File: src/rtl/weight_pattern_gen.sv
// weight_pattern_gen: emits every WIDTH-bit vector of weight ID % 10 in ascending order over valid/ready.
// Defining WPG_SELFCHECK_EN adds a sticky weight/ordering checker driving err; otherwise err is 0.
module weight_pattern_gen #(
    parameter int WIDTH = 9
) (
    input  logic             clk,
    input  logic             rst_n,
    input  logic             start,
    input  logic [31:0]      ID,
    output logic [WIDTH-1:0] M,
    output logic             m_valid,
    input  logic             m_ready,
    output logic             busy,
    output logic             done,
    output logic [6:0]       n_sent,
    output logic             err
);
    typedef enum logic [0:0] {IDLE = 1'b0, RUN = 1'b1} state_t;

    state_t           state_r, state_nxt_s;
    logic [WIDTH-1:0] m_r, m_nxt_s;
    logic [WIDTH-1:0] last_r, last_nxt_s;
    logic [3:0]       k_start_s;
    logic             m_valid_r, m_valid_nxt_s;
    logic             busy_r, busy_nxt_s;
    logic             done_r, done_nxt_s;
    logic [6:0]       n_sent_r, n_sent_nxt_s;
    logic             fire_s, at_last_s;

    function automatic logic [WIDTH-1:0] low_ones(input logic [3:0] k);
        logic [WIDTH-1:0] v;
        for (int i = 0; i < WIDTH; i++) v[i] = (i < int'(k));
        return v;
    endfunction

    function automatic logic [WIDTH-1:0] high_ones(input logic [3:0] k);
        logic [WIDTH-1:0] v;
        for (int i = 0; i < WIDTH; i++) v[i] = (i >= WIDTH - int'(k));
        return v;
    endfunction

    // Gosper's successor one bit wider than M; c is one-hot, so dividing by it is a shift by its index.
    function automatic logic [WIDTH-1:0] gosper_next(input logic [WIDTH-1:0] m);
        logic [WIDTH:0] mw, c, r, x;
        int             tz;
        mw = {1'b0, m};
        c  = mw & (-mw);
        r  = mw + c;
        tz = 0;
        for (int i = 0; i <= WIDTH; i++) begin
            if (c[i]) tz = i;
        end
        x = ((r ^ mw) >> 2) >> tz;
        x = x | r;
        return x[WIDTH-1:0];
    endfunction

    assign k_start_s = 4'(ID % 32'd10);
    assign fire_s    = m_valid_r & m_ready;
    assign at_last_s = (m_r == last_r);

    assign M       = m_r;
    assign m_valid = m_valid_r;
    assign busy    = busy_r;
    assign done    = done_r;
    assign n_sent  = n_sent_r;

    // State register.
    always_ff @(posedge clk) begin
        if (!rst_n) state_r <= IDLE;
        else        state_r <= state_nxt_s;
    end

    // Next-state logic.
    always_comb begin
        state_nxt_s = state_r;
        case (state_r)
            IDLE: begin
                if (start) state_nxt_s = RUN;
                else       state_nxt_s = IDLE;
            end
            RUN: begin
                if (fire_s && at_last_s) state_nxt_s = IDLE;
                else                     state_nxt_s = RUN;
            end
            default: state_nxt_s = IDLE;
        endcase
    end

    // Next values of the registered outputs and the latched final pattern.
    always_comb begin
        m_nxt_s       = m_r;
        last_nxt_s    = last_r;
        m_valid_nxt_s = m_valid_r;
        busy_nxt_s    = busy_r;
        done_nxt_s    = 1'b0;
        n_sent_nxt_s  = n_sent_r;
        case (state_r)
            IDLE: begin
                if (start) begin
                    m_nxt_s       = low_ones(k_start_s);
                    last_nxt_s    = high_ones(k_start_s);
                    n_sent_nxt_s  = 7'd0;
                    m_valid_nxt_s = 1'b1;
                    busy_nxt_s    = 1'b1;
                end else begin
                    m_valid_nxt_s = 1'b0;
                    busy_nxt_s    = 1'b0;
                end
            end
            RUN: begin
                if (fire_s) begin
                    n_sent_nxt_s = n_sent_r + 7'd1;
                    if (at_last_s) begin
                        m_valid_nxt_s = 1'b0;
                        busy_nxt_s    = 1'b0;
                        done_nxt_s    = 1'b1;
                    end else begin
                        m_nxt_s = gosper_next(m_r);
                    end
                end else begin
                    m_nxt_s = m_r;
                end
            end
            default: begin
                m_valid_nxt_s = 1'b0;
                busy_nxt_s    = 1'b0;
            end
        endcase
    end

    // Datapath and output registers.
    always_ff @(posedge clk) begin
        if (!rst_n) begin
            m_r       <= {WIDTH{1'b0}};
            last_r    <= {WIDTH{1'b0}};
            m_valid_r <= 1'b0;
            busy_r    <= 1'b0;
            done_r    <= 1'b0;
            n_sent_r  <= 7'd0;
        end else begin
            m_r       <= m_nxt_s;
            last_r    <= last_nxt_s;
            m_valid_r <= m_valid_nxt_s;
            busy_r    <= busy_nxt_s;
            done_r    <= done_nxt_s;
            n_sent_r  <= n_sent_nxt_s;
        end
    end

`ifdef WPG_SELFCHECK_EN
    logic [3:0]       k_r;
    logic [WIDTH-1:0] prev_r;
    logic             have_prev_r;
    logic             err_r;

    function automatic logic [3:0] popcount(input logic [WIDTH-1:0] v);
        logic [3:0] n;
        n = 4'd0;
        for (int i = 0; i < WIDTH; i++) n = n + {3'd0, v[i]};
        return n;
    endfunction

    // Latch the target weight; flag any accepted beat of the wrong weight or not above its predecessor.
    always_ff @(posedge clk) begin
        if (!rst_n) begin
            k_r         <= 4'd0;
            prev_r      <= {WIDTH{1'b0}};
            have_prev_r <= 1'b0;
            err_r       <= 1'b0;
        end else if (state_r == IDLE && start) begin
            k_r         <= k_start_s;
            have_prev_r <= 1'b0;
        end else if (fire_s) begin
            if (popcount(m_r) != k_r || (have_prev_r && m_r <= prev_r)) err_r <= 1'b1;
            prev_r      <= m_r;
            have_prev_r <= 1'b1;
        end
    end

    assign err = err_r;
`else
    assign err = 1'b0;
`endif

endmodule
File: config.mk
export PLATFORM = sky130hd
export DESIGN_NAME = weight_pattern_gen
export DESIGN_NICKNAME = d
export VERILOG_FILES = /design/src/rtl/weight_pattern_gen.sv
export SDC_FILE = /design/constraint.sdc
export NUM_CORES = 1
export LEC_CHECK = 0
export BUFFER_PORTS_ARGS = -buffer_cell sky130_fd_sc_hd__buf_4
export CORE_UTILIZATION = 64
export CTS_CLUSTER_SIZE = 16
export DETAILED_ROUTE_END_ITERATION = 10
export PLACE_DENSITY_LB_ADDON = 0.2
export SLEW_MARGIN = 40
export SYNTH_ARGS = -nofsm -noshare
export SYNTH_HDL_FRONTEND = slang
export SYNTH_SLANG_ARGS = --single-unit
File: constraint.sdc
create_clock -name clk -period 19.8 [get_ports clk]
set_input_delay 5.94 -clock clk [delete_from_list [all_inputs] [get_ports clk]]
set_output_delay 5.94 -clock clk [all_outputs]
set_load 0.03 [all_outputs]
Word-level counts from Yosys, hierarchy flattened

Cells that the tools add are included.

Register bits after elaboration: 28
Output and inout bits: 20
Bits of input ports: 36
Logic and storage cells: 72

Add/subtract/negate cells: 4
Bitwise gates (word level): 5
Equal/unequal tests: 5
Shifts and indexed selects: 1
Reduce and logical (&&, ||, !) cells: 6
Div/mod/pow operators: 1
Muxes and demuxes: 26
$lt $le $gt $ge: 18

Operators with widths:

| cell                                                                                | count |
|---|---|
| 32-bit two-way mux                                                                  | 11 |
| 32-bit by 4-bit remainder unit with 32-bit output (second input constant)           | 1 |
| 8-bit by 32-bit >> shifter with 9-bit output                                        | 1 |
| 9-bit two-way mux                                                                   | 3 |
| 4-bit by 5-bit greater-or-equal comparator with 1-bit output (first input constant) | 4 |
| 9-bit case mux with 2 select lines                                                  | 1 |
| 3-bit by 4-bit < comparator with 1-bit output (first input constant)                | 4 |
| 7-bit two-way mux                                                                   | 2 |
| 7-bit case mux with 2 select lines                                                  | 1 |
| 9-bit by 10-bit adder with 10-bit output                                            | 1 |
| 9-bit by 10-bit bitwise AND with 10-bit output                                      | 1 |
| 3-bit by 5-bit greater-or-equal comparator with 1-bit output (first input constant) | 2 |
| 9-bit negation with 10-bit output                                                   | 1 |
| 10-bit by 9-bit XOR with 10-bit output                                              | 1 |
| 9-bit equality test                                                                 | 1 |
| 9-bit bitwise OR                                                                    | 1 |
| 1-bit by 4-bit < comparator with 1-bit output (first input constant)                | 2 |
| 2-bit by 4-bit < comparator with 1-bit output (first input constant)                | 2 |
| 7-bit by 1-bit adder with 7-bit output (second input constant)                      | 1 |
| 1-bit two-way mux                                                                   | 6 |
| 2-bit AND reduction                                                                 | 3 |
| 3-bit AND reduction                                                                 | 2 |
| 1-bit by 5-bit greater-or-equal comparator with 1-bit output (first input constant) | 1 |
| 2-bit by 5-bit greater-or-equal comparator with 1-bit output (first input constant) | 1 |
| 9 further kinds                                                                     | 12 |

Depth between registers and ports, before layout

Depth in word-level cells: 19
Depth in mapped cells: 54
Depth with buffers taken out: 42

Least setup slack after synthesis

Ideal clock, no wire load.

Path type: input to register
Start point: input ID[31]
End point: register last_r[0]
Setup slack: 3.259 ns
Stages on the path: 46
Arrival time: 16.420 ns
Setup time: 0.120 ns
Required time: 19.680 ns
Buffers on the path: 5
Path through: buf_6 or4b_1 or2_4 a32o_1 buf_6 a21oi_4 o221ai_1 a32o_2 a21o_1 a221oi_4 nor3_2 or4b_1 o221ai_1 nor3_1 or3b_2 a211oi_2 o41a_1 nor4_1 (+10 left out) a41oi_1 o21ai_1 a211oi_4 buf_6 o221ai_2 nor4_2 o221ai_2 or4_1 nand4_1 buf_6 inv_2 ha_1 xor2_1 and2_1 and3_1 ha_1 xnor2_1 a21oi_1

Cells in the longest elaborated chain, start to end: 3

RTL lines:

| item                                                         | RTL line | source |
|---|---|---|
| start: declaration                                           | 9        | `input logic [31:0] ID,` |
| 32-bit by 4-bit remainder unit with 32-bit output            | 58       | `assign k_start_s = 4'(ID % 32'd10);` |
| 4-bit by 4-bit subtractor with 5-bit output                  | 38       | `for (int i = 0; i < WIDTH; i++) v[i] = (i >= WIDTH - int'(k));` |
| 1-bit by 5-bit greater-or-equal comparator with 1-bit output | 38       |  |
| end signal: assignment                                       | 136      | `last_r <= {WIDTH{1'b0}};` |
| end signal: assignment                                       | 143      | `last_r <= last_nxt_s;` |
| end: declaration                                             | 22       | `logic [WIDTH-1:0] last_r, last_nxt_s;` |

No other way between the ends.
A chain may end at the register's enable or synchronous reset.

Worst setup path in the final report

Same ends and word-level chain as after synthesis.

==> impl_metrics.env <==
export IMPL_final_nets=1123
export IMPL_cts_buffers=3
export IMPL_clock_skew_ns=0.00587
export IMPL_crit_type="in2reg"
export IMPL_post_route_util=0.683
export IMPL_die_h_um=111
export IMPL_power_leakage_nw=2.83
export IMPL_p_sw_uw=664
export IMPL_switching_share=0.579
export IMPL_setup_viol=0
export IMPL_cp_slowest_cell="or4b_1"
export IMPL_nFillCells=1040
export IMPL_worstPathArrival_ns=18.78
export IMPL_io_pins=56
export IMPL_path_buf_inv=2
export IMPL_netlist_area_sq_mm=0.00758
export IMPL_postCtsSetupBuffers=0
export IMPL_die_x_um=111
export IMPL_ff2ff_setup_slack_ns=16.79
export IMPL_antenna_found_initial=0
export IMPL_fin_hold_ws_ns=0.472
export IMPL_die_area_sq_mm=0.0123
export IMPL_status="finished, final reports clean"
export IMPL_cts_max_level=1
export IMPL_drt_initial_drc_count=872
export IMPL_seqPwrFrac=0.087
export IMPL_holdPathStages=2
export IMPL_max_cap_violations=0
export IMPL_grt_max_degree=37
export IMPL_cts_path_max_buffers=2
export IMPL_layout_common_cells="nand2_1, nor2_1, nand3_1"
export IMPL_worstPathRequired_ns=19.95
export IMPL_slew_viol_final=0
export IMPL_placed_cell_area_sq_mm=0.00771
export IMPL_cp_end_kind="flop"
export IMPL_firstDrtPassIters=6
export IMPL_core_area_sq_mm=0.0115
export IMPL_cp_start_kind="primary input"
export IMPL_ys_seq_elements=28
export IMPL_clk_latency_ns=0.26
export IMPL_dpl_cell_count=1217
export IMPL_row_count=39
export IMPL_diodes=0
export IMPL_final_antenna_net_count=0
export IMPL_path_common_cell="a2111oi_4"
export IMPL_netlist_top_cells_area="dfxtp_1, nand2_1, nor2_1"
export IMPL_ff2ff_path_depth=13
export IMPL_synth_edf_count=0
export IMPL_synth_seq_area_share=0.0739
export IMPL_syn_nets=1165
export IMPL_portBuffers=54
export IMPL_rsz0062_at_grt="false"
export IMPL_cpLargestDelayFamily="compound AO/OA/AOI/OAI gates"
export IMPL_hold_class="reg2reg"
export IMPL_synth_ff_type="dfxtp_1"
export IMPL_synth_top_area_share=0.0739
export IMPL_finalNonFillerCells=1221
export IMPL_powerDensity_mw_per_mm2=146
export IMPL_worst_path_stages=42
export IMPL_ir_worst_vdd_mv=0.123
export IMPL_comb_power_share=0.862
export IMPL_fin_tns_setup_ns=0
export IMPL_synthCells=1121
export IMPL_worstPathMaxFanout=17
export IMPL_finalWorstSetupSlack_ns=1.17
export IMPL_fin_crit_sh=0.941
export IMPL_grt_pass1_wl_um=35300
export IMPL_cts_root_buf="clkbuf_16"
export IMPL_finalPower_mw=1.15
export IMPL_vias=8803
export IMPL_dpl_hpwl_um=14800
export IMPL_synth_top_cell_by_area="dfxtp_1"
export IMPL_max_stage_delay_ns=0.63
export IMPL_relSlewSlack=0.482
export IMPL_drc=0
export IMPL_wl_per_cell_um=17.0
export IMPL_async_reset_ff_frac=0
export IMPL_fin_crit_ns=18.63
export IMPL_grt_pass1_vias=7598
export IMPL_avgSynthCellArea_sq_um=6.76
export IMPL_syn_to_final_growth_pct=3.30
export IMPL_overflow=0
export IMPL_final_common_cell="nand2_1"
export IMPL_gp_congestion=0.972
export IMPL_synth_warnings=0
export IMPL_yosys_cell_types_count=120
export IMPL_clk_pin_slew_ns=0.07
export IMPL_intPower_uw=482
export IMPL_start_util=0.661
export IMPL_cts_tree="yes"
export IMPL_gr_usage_all_layers=0.324
export IMPL_timing_final_hold_violations=0
export IMPL_via_per_inst=7.21
export IMPL_drive_above_1_share=0.128
export IMPL_dp_slack_ns=0.841
export IMPL_drt_wl_total_um=20700
export IMPL_stdcell_area_sq_mm=0.00783
export IMPL_clkPwrFrac=0.051
export IMPL_cts_sink_count=28
export IMPL_fmax_ghz=0.0537
export IMPL_tightest_slew_ns=0.775
cells in the mapped netlist (12+ instances only):
cell,count
buf_2,18
o21ai_1,17
a221oi_1,12
a21oi_1,57
o211ai_1,24
mux2i_1,18
nand4_1,19
inv_1,36
clkbuf_1,65
or3_1,12
dfxtp_1,28
o21ai_0,50
a211oi_1,17
nand2_1,109
a31oi_1,22
o2111ai_1,15
and3_1,12
and2_1,16
nor3_1,39
nor2_1,102
nand3_1,62
xor2_1,17
xnor2_1,12
nor4_1,17
final cells by class:
| class | instances | area, sq um | area share |
|---|---|---|---|
| Tap cell | 143 | 179 | 0.0228 |
| Clock inverter | 1 | 30.0 | 0.00383 |
| Sequential cell | 28 | 561 | 0.0716 |
| Clock buffer | 3 | 75.1 | 0.00958 |
| Inverter | 41 | 154 | 0.0196 |
| Multi-Input combinational cell | 950 | 6420 | 0.820 |
| Timing Repair Buffer | 55 | 413 | 0.0527 |
worst min-delay path, delay by kind of cell (launching register included):
family	cells	cell delay [ns]
DFF	1	0.32
AOI/OAI and AO/OA	1	0.05
and+or+nand+nor	1	0.06
state kept, by name (all words and copies together), names as in the netlist:
name / cells
n_sent: 7
last_r: 9
done: 1
busy: 1
state_r: 1
M: 9
path summary, 6_finish.rpt:
check | from | end
worst max-delay path | ID[31] | last_r[0]
worst min-delay path | last_r[4] | last_r[4]
worst max register to register | M[1] | M[3]
worst min register to register | last_r[4] | last_r[4]
cells by family after synthesis:
| family | synth area share |
|---|---|
| adder cells (fa/ha/maj) | 0.0147 |
| flip-flops | 0.0739 |
| buffers and inverters | 0.0841 |
| AND/OR/NAND/NOR | 0.323 |
| multiplexers | 0.0421 |
| other | 0.000990 |
| AO/OA/AOI/OAI | 0.427 |
| XOR/XNOR | 0.0335 |
per-layer routing:
layer / GRT usage / routed length, um / vias to the layer above
met5: 0 / 0 / -
met4: 0.0818 / 376 / 0
met3: 0.0197 / 1380 / 42
met2: 0.533 / 9490 / 428
met1: 0.458 / 9460 / 4054
li1: - / - / 4279
power groups by stage:
stage	Combinational [mW]	Clock, mW	Sequential, mW
finish	0.989	0.0586	0.0992
global route	1.09	0.0611	0.102
CTS	0.967	0.0591	0.0980
detailed placement	0.962	0	0.0992
global placement	0.946	0	0.0989
floorplan	0.830	0	0.0905
repair_timing:
action | in CTS | in global routing
resized for setup | 0 | 3
hold buffers | 0 | 0
setup endpoints to repair | 0 | 1
No activity file was read; power rests on OpenSTA's default activity.
